===== src/rtl/axrm_pkg.sv =====
// rtl/axrm_pkg.sv - shared constants and types for the AxRM sequential divider
// Provides DW/VW defaults, the divider FSM state enum, the iteration count and
// the divide-by-zero quotient pattern.
// Build option: AXRM_DIV_TRUNC_EN reduces the iteration count to 14.
package axrm_pkg;

    localparam int DW_DEF = 16;
    localparam int VW_DEF = 8;

    typedef enum logic [1:0] {
        IDLE = 2'd0,
        CALC = 2'd1,
        DONE = 2'd2
    } div_state_e;

`ifdef AXRM_DIV_TRUNC_EN
    // The two least-significant quotient iterations are skipped.
    localparam int ITER_CNT = DW_DEF - 2;
`else
    localparam int ITER_CNT = DW_DEF;
`endif

    localparam logic [15:0] DBZ_QUOT = 16'hFFFF;

endpackage


===== src/rtl/axrm_div_step.sv =====
// rtl/axrm_div_step.sv - one combinational radix-2 restoring division step
// Ports:
//   r_in    [VW:0]   partial remainder before the step
//   bit_in           next dividend bit, shifted in at the LSB
//   divisor [VW-1:0] divisor
//   r_out   [VW:0]   partial remainder after the step
//   q_bit            quotient bit produced by the step
module axrm_div_step #(
    parameter int VW = 8
) (
    input  logic [VW:0]   r_in,
    input  logic          bit_in,
    input  logic [VW-1:0] divisor,
    output logic [VW:0]   r_out,
    output logic          q_bit
);

    logic [VW:0] r_shift;
    logic [VW:0] r_sub;
    // A restored remainder is always below the divisor, so its MSB is never
    // needed for the next shift.
    logic        unused_r_msb;

    assign unused_r_msb = r_in[VW];
    assign r_shift      = {r_in[VW-1:0], bit_in};
    assign r_sub        = r_shift - {1'b0, divisor};
    assign q_bit        = (r_shift >= {1'b0, divisor});
    assign r_out        = q_bit ? r_sub : r_shift;

endmodule


===== src/rtl/axrm_div16by8_seq.sv =====
// rtl/axrm_div16by8_seq.sv - sequential restoring divider, one quotient bit per clock
// Ports:
//   clk, rst_n                      clock, asynchronous active-low reset
//   in_valid/in_ready               operand handshake (dividend, divisor)
//   out_valid/out_ready             result handshake (quotient, remainder, div_by_zero)
// Build option: AXRM_DIV_TRUNC_EN runs 14 iterations and returns the quotient
// of (dividend>>2) shifted back left by 2.
module axrm_div16by8_seq
    import axrm_pkg::*;
#(
    parameter int DW = DW_DEF,
    parameter int VW = VW_DEF
) (
    input  logic          clk,
    input  logic          rst_n,
    input  logic          in_valid,
    output logic          in_ready,
    input  logic [DW-1:0] dividend,
    input  logic [VW-1:0] divisor,
    output logic          out_valid,
    input  logic          out_ready,
    output logic [DW-1:0] quotient,
    output logic [VW-1:0] remainder,
    output logic          div_by_zero
);

    localparam int CW = $clog2(DW + 1);
    // Quotient bits skipped by the truncated build are re-inserted as zeros.
    localparam int QSHIFT = DW - ITER_CNT;

    div_state_e    state_q, state_d;
    logic [CW-1:0] cnt_q, cnt_d;
    logic [DW-1:0] shreg_q, shreg_d;
    logic [VW:0]   rem_q, rem_d;
    logic [VW-1:0] dvs_q, dvs_d;
    logic [DW-1:0] quot_q, quot_d;
    logic [VW-1:0] remd_q, remd_d;
    logic          dbz_q, dbz_d;

    logic [VW:0]   step_rem;
    logic          step_qbit;
    logic [DW-1:0] shreg_next;

    axrm_div_step #(.VW(VW)) u_step (
        .r_in    (rem_q),
        .bit_in  (shreg_q[DW-1]),
        .divisor (dvs_q),
        .r_out   (step_rem),
        .q_bit   (step_qbit)
    );

    // Dividend bits leave at the MSB while quotient bits enter at the LSB.
    assign shreg_next = {shreg_q[DW-2:0], step_qbit};

    always_comb begin
        state_d   = state_q;
        cnt_d     = cnt_q;
        shreg_d   = shreg_q;
        rem_d     = rem_q;
        dvs_d     = dvs_q;
        quot_d    = quot_q;
        remd_d    = remd_q;
        dbz_d     = dbz_q;
        in_ready  = 1'b0;
        out_valid = 1'b0;
        case (state_q)
            IDLE: begin
                in_ready = 1'b1;
                if (in_valid) begin
                    if (divisor == '0) begin
                        quot_d  = DW'(DBZ_QUOT);
                        remd_d  = dividend[VW-1:0];
                        dbz_d   = 1'b1;
                        state_d = DONE;
                    end else begin
                        shreg_d = dividend;
                        rem_d   = '0;
                        cnt_d   = '0;
                        dvs_d   = divisor;
                        state_d = CALC;
                    end
                end
            end
            CALC: begin
                shreg_d = shreg_next;
                rem_d   = step_rem;
                cnt_d   = cnt_q + 1'b1;
                if (cnt_q == CW'(ITER_CNT - 1)) begin
                    quot_d  = shreg_next << QSHIFT;
                    remd_d  = step_rem[VW-1:0];
                    dbz_d   = 1'b0;
                    state_d = DONE;
                end
            end
            DONE: begin
                out_valid = 1'b1;
                if (out_ready) begin
                    state_d = IDLE;
                end
            end
            default: state_d = IDLE;
        endcase
    end

    always_ff @(posedge clk or negedge rst_n) begin
        if (!rst_n) begin
            state_q <= IDLE;
            cnt_q   <= '0;
            shreg_q <= '0;
            rem_q   <= '0;
            dvs_q   <= '0;
            quot_q  <= '0;
            remd_q  <= '0;
            dbz_q   <= 1'b0;
        end else begin
            state_q <= state_d;
            cnt_q   <= cnt_d;
            shreg_q <= shreg_d;
            rem_q   <= rem_d;
            dvs_q   <= dvs_d;
            quot_q  <= quot_d;
            remd_q  <= remd_d;
            dbz_q   <= dbz_d;
        end
    end

    assign quotient    = quot_q;
    assign remainder   = remd_q;
    assign div_by_zero = dbz_q;

endmodule


===== config.mk =====
export PLATFORM = sky130hd
export DESIGN_NAME = axrm_div16by8_seq
export DESIGN_NICKNAME = d
export VERILOG_FILES = /design/src/rtl/axrm_pkg.sv /design/src/rtl/axrm_div_step.sv /design/src/rtl/axrm_div16by8_seq.sv
export SDC_FILE = /design/constraint.sdc
export NUM_CORES = 1
export LEC_CHECK = 0
export BUFFER_PORTS_ARGS = -buffer_cell sky130_fd_sc_hd__buf_2
export CORE_UTILIZATION = 40
export DETAILED_ROUTE_END_ITERATION = 12
export PLACE_DENSITY = 0.69
export REMOVE_ABC_BUFFERS = 1
export SYNTH_ARGS = -nofsm -noshare
export SYNTH_HDL_FRONTEND = slang
export SYNTH_HIERARCHICAL = 1
export SYNTH_SLANG_ARGS = --single-unit
export TNS_END_PERCENT = 5

===== constraint.sdc =====
create_clock -name clk -period 3.8 [get_ports clk]
set_clock_uncertainty 0.15 [all_clocks]
set_input_delay 0.95 -clock clk [delete_from_list [all_inputs] [get_ports clk]]
set_output_delay 0.95 -clock clk [all_outputs]
set_load 0.01 [all_outputs]

==> flow_summary.json, run 1 <==
{
  "tns_ps": 0,
  "power_density_nw_per_um2": 1020,
  "ys_warn_count": 6,
  "period_needed_ps": 2980,
  "drc": 0,
  "vias": 2516,
  "maxSlewHeadroom_pct": 44.6,
  "clock_latency_ps": 340,
  "ant_nets": 0,
  "die_y_um": 94.1,
  "dieWidth_um": 94.1,
  "drt-total-wl_um": 7240,
  "layout_commonest_cell": "dfrtp_1",
  "wl_per_cell_um": 14.8,
  "layout_common_cells": "dfrtp_1, nand2_1, buf_2",
  "hpwl_um": 5250,
  "grt_pass1_wl_um": 11800,
  "maxCapViolations": 0,
  "area_delta_synth_final_pct": 15.4,
  "multi_input_area_um2": 1610,
  "path_max_fanout": 9,
  "synth.avg_cell_area_um2": 10.4,
  "cp_data_arrival_time_ps": 3050,
  "fmax_mhz": 336,
  "portBuffers": 54,
  "clockBufferDepth": 2,
  "critical_path_class": "register to register",
  "cts-root-buf": "clkbuf_8",
  "cts_tree": "yes",
  "ctsResizeCount": 0,
  "drt_iter0_drc": 127,
  "via_per_inst": 5.16,
  "ios": 55,
  "holdBufCountCts": 0,
  "crit_required_ps": 3870,
  "setup-violations-final": 0,
  "place.gp.congestion": 0.787,
  "grt_pass1_vias": 2410,
  "finalNetCount": 418,
  "r2r_cells": 9,
  "crit_path_end_kind": "register",
  "grt_antenna_before_repair": 0,
  "diodes": 0,
  "start_kind": "register",
  "worst_slack_ps": 824,
  "worst_pin_slew_ps": 831,
  "p_leak_nw": 1.98,
  "final.period_utilization_pct": 78.3,
  "grt.overflow.total": 0,
  "hold_depth": 1,
  "pre_cts_ws_ps": 701,
  "drive_above_1_share_pct": 33.2,
  "core-area_um2": 8220,
  "grt_max_degree": 43,
  "track_usage_pct": 17.8,
  "postCtsSetupBuffers": 0,
  "synth_area_um2": 3390,
  "fillers": 785,
  "cts_max_level": 3,
  "status": "finished, final reports clean",
  "clk_pin_slew_ps": 70,
  "dieArea_um2": 8860,
  "ir_worst_vdd_mv": 0.402,
  "rsz0062_at_grt": "false",
  "cts.sinks": 64,
  "cts_buffers": 9,
  "first_pass_iters": 4,
  "regArea_um2": 1600,
  "fp-row-count": 33,
  "final_max_slew_viol_count": 0,
  "finalHoldViolCount": 0,
  "holdCritPathClass": "register to register",
  "netlist_instances": 326,
  "start_util_pct": 41.3
}
-- path summary, 6_finish.rpt --
| check | start | end | slack (ps) |
|---|---|---|---|
| worst max-delay path | rem_q[2]$_DFFE_PN0P_ | remainder[3]$_DFFE_PN0P_ | 820 |
| worst min-delay path | div_by_zero$_DFFE_PN0P_ | div_by_zero$_DFFE_PN0P_ | 340 |
| worst max register to register | rem_q[2]$_DFFE_PN0P_ | remainder[3]$_DFFE_PN0P_ | 820 |
| worst min register to register | div_by_zero$_DFFE_PN0P_ | div_by_zero$_DFFE_PN0P_ | 340 |
| max in group asynchronous | rst_n | quotient[2]$_DFFE_PN0P_ | 2150 |
| min in group asynchronous | rst_n | dvs_q[5]$_DFFE_PN0P_ | 430 |
-- registers in the layout (all words and copies together), names as in the netlist --
register	flops
dvs_q	8
shreg_q	16
cnt_q	5
rem_q	8
remainder	8
state_q	2
quotient	16
div_by_zero	1
-- power breakdown --
part | internal (W) | leakage (nW) | switching [W]
Sequential | 0.00103 | 0.783 | 0.000254
Combinational | 0.00105 | 1.11 | 0.00109
Clock | 0.000317 | 0.0925 | 0.000260
-- metal layers --
layer	vias up	GRT usage (%)	routed length (um)
met5	-	0	0
met4	0	6.41	140
met3	11	4.13	321
met2	60	29.0	3480
met1	1209	23.0	3300
li1	1236	-	-
-- stage by stage --
stage               instances  cell area (um2)  util (%)  hold slack (ps)  power [W]
floorplan                 310             3300         -              317    0.00286
CTS                       488             3920      47.7              353    0.00402
global placement          473             3730      45.4              326    0.00336
finish                    488             3920      47.7              342    0.00400
global route              488             3920      47.7              376    0.00436
detailed placement        473             3730      45.4              338    0.00344
-- final cells by class --
type / instances / area share (%)
multi-input combinational: 223 / 41.1
sequential: 64 / 40.9
timing repair buffer: 58 / 7.67
clock buffer: 12 / 3.70
tap: 105 / 3.35
inverter: 23 / 2.20
clock inverter: 3 / 1.09
-- critical path, cell delays in order, from the launching register on --
cell and delay, ps:
dfrtp_1 430, ha_1 360, nand2_1 90, a211oi_1 400
a22o_1 290, or2_1 390, mux2_4 340, nand2_1 100
nand2_1 60, mux2_2 260
(Power assumes the default switching activity.)
==> run 2: changes to the inputs <==
ABC_AREA = 1   (was unset)
PLACE_DENSITY = 0.68   (was 0.69)
clock period = 3.1 ns   (was 3.8 ns; I/O delays follow)
==> run 2 against run 1 <==
The run now ends with design-rule violations left. Sequential cell count unchanged. Critical endpoint is now remainder[0]$_DFFE_PN0P_. First-iteration DRC count is 29% higher. Fmax grew 34%. Largest cell class unchanged. Clock power increased by 38%. Die area grew 8.3%.
==> flow_summary.json, run 2 <==
{
  "cts_buffers": 9,
  "holdBufCountCts": 0,
  "sw_frac_of_total_pct": 46.6,
  "ant_nets": 0,
  "hp-start": "remainder[1]$_DFFE_PN0P_",
  "p_comb_share_pct": 54.3,
  "maxSlewHeadroom_pct": 44.8,
  "p_switching_w": 0.00231,
  "start_kind": "register",
  "start_util_pct": 41.8,
  "setup-violations-final": 0,
  "grt_pass1_wl_um": 15100,
  "synth.avg_cell_area_um2": 7.32,
  "diodes": 0,
  "via_per_inst": 4.95,
  "power_density_nw_per_um2": 1170,
  "first_pass_iters": 9,
  "netlist_instances": 503,
  "drt-total-wl_um": 8540,
  "cpLargestDelayFamily": "simple AND/OR/NAND/NOR gates",
  "grt.overflow.total": 0,
  "drc": 5,
  "track_usage_pct": 19.4,
  "tns_ps": 0,
  "dieWidth_um": 97.9,
  "rsz0062_at_grt": "false",
  "internal-power_w": 0.00265,
  "whs_ps": 318,
  "die_y_um": 97.9,
  "cts.sinks": 64,
  "crit_required_ps": 3180,
  "p_leak_nw": 2.41,
  "maxCapViolations": 0,
  "drive_above_1_share_pct": 18.5,
  "violations": "design-rule violations",
  "r2r-start": "dvs_q[6]$_DFFE_PN0P_",
  "synth_area_um2": 3680,
  "worst_pin_slew_ps": 828,
  "fmax_mhz": 451,
  "clk_pin_slew_ps": 70,
  "dieArea_um2": 9590,
  "grt_pass1_vias": 3247,
  "fp-row-count": 34,
  "layout_commonest_cell": "nand2_1",
  "core-area_um2": 8810,
  "clockBufferDepth": 2,
  "slowest_delay_ps": 360,
  "cts-root-buf": "clkbuf_8",
  "cts_max_level": 3,
  "grt_antenna_before_repair": 0,
  "ctsResizeCount": 0,
  "vias": 3298,
  "crit_top_cell": "nand2_1",
  "wl_per_cell_um": 12.8,
  "slowest_stage": "ha_1",
  "clock_latency_ps": 330,
  "clkPwrFrac_pct": 16.1,
  "ys_warn_count": 6,
  "fillers": 889,
  "final.period_utilization_pct": 71.5,
  "cp_data_arrival_time_ps": 2290,
  "postCtsSetupBuffers": 0,
  "grt_max_degree": 65,
  "p_total_w": 0.00495,
  "holdCritPathClass": "register to register",
  "area_delta_synth_final_pct": 15.1,
  "crit_path_end_kind": "register",
  "finalNetCount": 592,
  "final_util_pct": 48.1,
  "cp_cell_sequence": "inv_1 -> ha_1 -> nand2_1 -> nand2_1 -> a21oi_4 -> nand4_4 -> nand2_1 -> nand2_1 -> nand2_1 -> nand2_1 -> nand3_1 -> nand2_1",
  "place.gp.congestion": 0.832,
  "status": "finished with violations",
  "final_max_slew_viol_count": 0,
  "ir_worst_vdd_mv": 0.435,
  "critPathBufInv": 1,
  "path_max_fanout": 9,
  "critical_path_class": "register to register",
  "ios": 55,
  "startpoint": "dvs_q[6]$_DFFE_PN0P_",
  "cts_tree": "yes",
  "drt_iter0_drc": 164,
  "seqPwrFrac_pct": 29.6,
  "layout_common_cells": "nand2_1, nand3_1, dfrtp_1",
  "finalHoldViolCount": 0,
  "period_needed_ps": 2220,
  "hpwl_um": 5920,
  "portBuffers": 54
}
## run 2: layer usage
| layer | global-route usage [%] | up-vias | share of wire (%) |
|---|---|---|---|
| met3 | 3.22 | 4 | 4.9 |
| met2 | 31.1 | 81 | 46 |
| met5 | 0 | - | 0 |
| li1 | - | 1694 | - |
| met4 | 6.29 | 0 | 0.60 |
| met1 | 26.6 | 1519 | 48 |
## run 2: worst reg2reg max path: stages (launching register included)
cell	delay, ps
dfrtp_1	350
inv_1	60
ha_1	360
nand2_1	90
nand2_1	100
a21oi_4	300
nand4_4	200
nand2_1	110
nand2_1	60
nand2_1	80
nand2_1	70
nand3_1	90
nand2_1	70
## run 2: final cells by class
class | count | area [um2] | share of cell area [%]
multi-input cells | 370 | 1780 | 42.1
flip-flops and latches | 64 | 1600 | 37.8
repair buffers | 60 | 315 | 7.44
inverters | 48 | 180 | 4.25
clock buffers | 11 | 141 | 3.34
well taps | 108 | 135 | 3.19
clock inverters | 5 | 78.8 | 1.86
## run 2: final timing paths
kind	cells after the start	slack, ps	endpoint
max reg2reg	12	880	remainder[0]$_DFFE_PN0P_
max	12	880	remainder[0]$_DFFE_PN0P_
max in group asynchronous	2	1790	state_q[0]$_DFFE_PN0P_
min in group asynchronous	2	460	remainder[4]$_DFFE_PN0P_
min reg2reg	2	320	remainder[1]$_DFFE_PN0P_
min	2	320	remainder[1]$_DFFE_PN0P_
## run 2: stage by stage
step | instance area (um2) | instances | setup slack (ps)
2_1_floorplan | 3570 | 482 | 685
3_3_place_gp | 4020 | 650 | 872
3_5_place_dp | 4020 | 650 | 804
4_1_cts | 4240 | 666 | 875
5_1_grt | 4240 | 666 | 695
6_report | 4240 | 666 | 885
## run 2: power groups by stage
stage / combinational [W] / clock, W / sequential [W]
6_report: 0.00269 / 0.000799 / 0.00146
5_1_grt: 0.00311 / 0.000867 / 0.00151
4_1_cts: 0.00272 / 0.000820 / 0.00146
3_5_place_dp: 0.00271 / 0 / 0.00148
3_3_place_gp: 0.00264 / 0 / 0.00146
2_1_floorplan: 0.00189 / 0 / 0.00151
==> run 3: changes to the inputs <==
PLACE_DENSITY = 0.71   (was 0.68)
clock period = 1.97 ns   (was 3.1 ns; I/O delays follow)
==> run 3 against run 2 <==
The flow finishes with violations (design-rule violations, negative hold slack, negative setup slack). Cell count up 4.2%. Sequential share of layout area down 4.0 points. Global-route usage up 1.4 points. Cell area up 12%. Largest cell class unchanged. Highest routed layer unchanged.
==> flow_summary.json, run 3 (synthesis results as in run 2) <==
{
  "status": "finished with violations",
  "violations": "design-rule violations, negative hold slack, negative setup slack",
  "ios": 55,
  "ir_worst_vdd_mv": 1.21,
  "crit_path_end_kind": "register",
  "area_delta_synth_final_pct": 28.8,
  "final.period_utilization_pct": 100,
  "die_y_um": 97.9,
  "clk_pin_slew_ps": 80,
  "cts_max_level": 3,
  "finalHoldViolCount": 2,
  "cts-root-buf": "clkbuf_8",
  "grt_antenna_before_repair": 0,
  "drt-total-wl_um": 9430,
  "portBuffers": 54,
  "vias": 3538,
  "slowest_delay_ps": 450,
  "dieArea_um2": 9590,
  "worst_pin_slew_ps": 459,
  "rsz0062_at_grt": "true",
  "fmax_mhz": 507,
  "clockBufferDepth": 2,
  "setup-violations-final": 1,
  "dieWidth_um": 97.9,
  "path_max_fanout": 5,
  "grt_pass1_vias": 3463,
  "placed_cell_area_um2": 4240,
  "grt_pass1_wl_um": 16000,
  "holdCritPathClass": "input port to asynchronous set/reset pin",
  "cts.sinks": 64,
  "place.gp.congestion": 0.880,
  "maxSlewHeadroom_pct": 69.3,
  "start_kind": "register",
  "multi_input_area_um2": 1990,
  "whs_ps": -11.6,
  "crit_top_cell": "nand2_1",
  "layout_commonest_cell": "nand2_1",
  "worst_slack_ps": -3.33,
  "drt_iter0_drc": 192,
  "holdBufCountCts": 0,
  "p_leak_nw": 2.60,
  "via_per_inst": 5.10,
  "wl_per_cell_um": 13.6,
  "grt.overflow.total": 0,
  "diodes": 0,
  "core-area_um2": 8810,
  "fp-row-count": 34,
  "track_usage_pct": 20.7,
  "regArea_um2": 1600,
  "cp_cell_sequence": "ha_4 -> nand2_2 -> nand2_2 -> a21oi_4 -> nand4_4 -> nand2_1 -> nand2_1 -> nand2_1 -> nand2_1 -> nand3_1 -> nand2_1",
  "cts_buffers": 9,
  "crit_required_ps": 2070,
  "first_pass_iters": 9,
  "finalNetCount": 620,
  "r2r_cells": 11,
  "hpwl_um": 6440,
  "critical_path_class": "register to register",
  "drive_above_1_share_pct": 27.8,
  "slowest_stage": "dfrtp_2",
  "period_needed_ps": 1970,
  "fillers": 851,
  "power_density_nw_per_um2": 1920,
  "drc": 7,
  "layout_common_cells": "nand2_1, nand3_1, dfrtp_1",
  "grt_max_degree": 65,
  "cp_data_arrival_time_ps": 2070,
  "maxCapViolations": 0,
  "ant_nets": 0,
  "pre_cts_ws_ps": -101,
  "clock_latency_ps": 350,
  "cts_tree": "yes",
  "final_max_slew_viol_count": 0,
  "final_util_pct": 53.8,
  "start_util_pct": 41.8,
  "final_area_um2": 4740
}
run 3: cell types whose count changed in the layout (fill, tap and decap cells not counted), moves of 2 or more:
cell      change
buf_12        +5
ha_2          +2
ha_4          +7
buf_4        +20
inv_6         +2
nand2_1      -12
nand2_4       +3
inv_1         -6
nor2_4        +2
clkinv_2      -2
ha_1          -9
inv_2         +6
nand2_2       +8
run 3: metal layers:
layer  wire length, um  vias up  part of all wire, %  global-route usage (%)
met5                 0        -                    0                       0
met2              4580      108                   49                    34.7
li1                  -     1759                    -                       -
met3               535       13                  5.7                    3.58
met4               133        0                  1.4                    7.81
met1              4180     1658                   44                    26.9
run 3: layout make-up:
| type | count | share of cell area (%) |
|---|---|---|
| Clock buffer | 9 | 2.61 |
| Clock inverter | 7 | 2.64 |
| Inverter | 48 | 3.80 |
| Multi-Input combinational cell | 372 | 42.1 |
| Sequential cell | 64 | 33.8 |
| Tap cell | 108 | 2.85 |
| Timing Repair Buffer | 86 | 12.2 |
run 3: worst max-delay path: cells and delay by family, from the launching register on:
family / cells / cell delay, ps
AOI/OAI and AO/OA: 1 / 250
and+or+nand+nor: 9 / 740
adders and majority gates: 1 / 280
DFF: 1 / 450
run 3: path summary, 6_finish.rpt:
kind                                                 end  slack [ps]                     from
worst max-delay path            remainder[7]$_DFFE_PN0P_          -3     rem_q[5]$_DFFE_PN0P_
worst min-delay path                cnt_q[3]$_DFFE_PN0P_         -10                    rst_n
worst max register to register  remainder[7]$_DFFE_PN0P_          -3     rem_q[5]$_DFFE_PN0P_
worst min register to register   div_by_zero$_DFFE_PN0P_         320  div_by_zero$_DFFE_PN0P_
max in group asynchronous           rem_q[5]$_DFFE_PN0P_        1390                    rst_n
min in group clk                  state_q[1]$_DFFE_PN0P_         180                out_ready
run 3: timing repair:
item | CTS | global route
gates resized for setup | 15 | 28
pin swaps | 8 | 13
cloned | 2 | 0
setup endpoints to repair | 14 | 34
buffers inserted | 1 | 3
run 3: stage by stage:
stage	total power (W)	TNS, ps	instances	hold slack (ps)
global placement	0.00692	-599	672	298
finish	0.00908	-3.33	694	-11.6
detailed placement	0.00704	-733	672	303
CTS	0.00878	0	691	1.53
floorplan	0.00535	-13210	482	46.9
global route	0.00986	-851	694	20.4
run 3: where the power goes:
group	switching (W)	internal, W	total, W
logic	0.00319	0.00214	0.00533
clock network	0.000579	0.000856	0.00144
registers	0.000389	0.00193	0.00232
total	0.00416	0.00492	0.00908
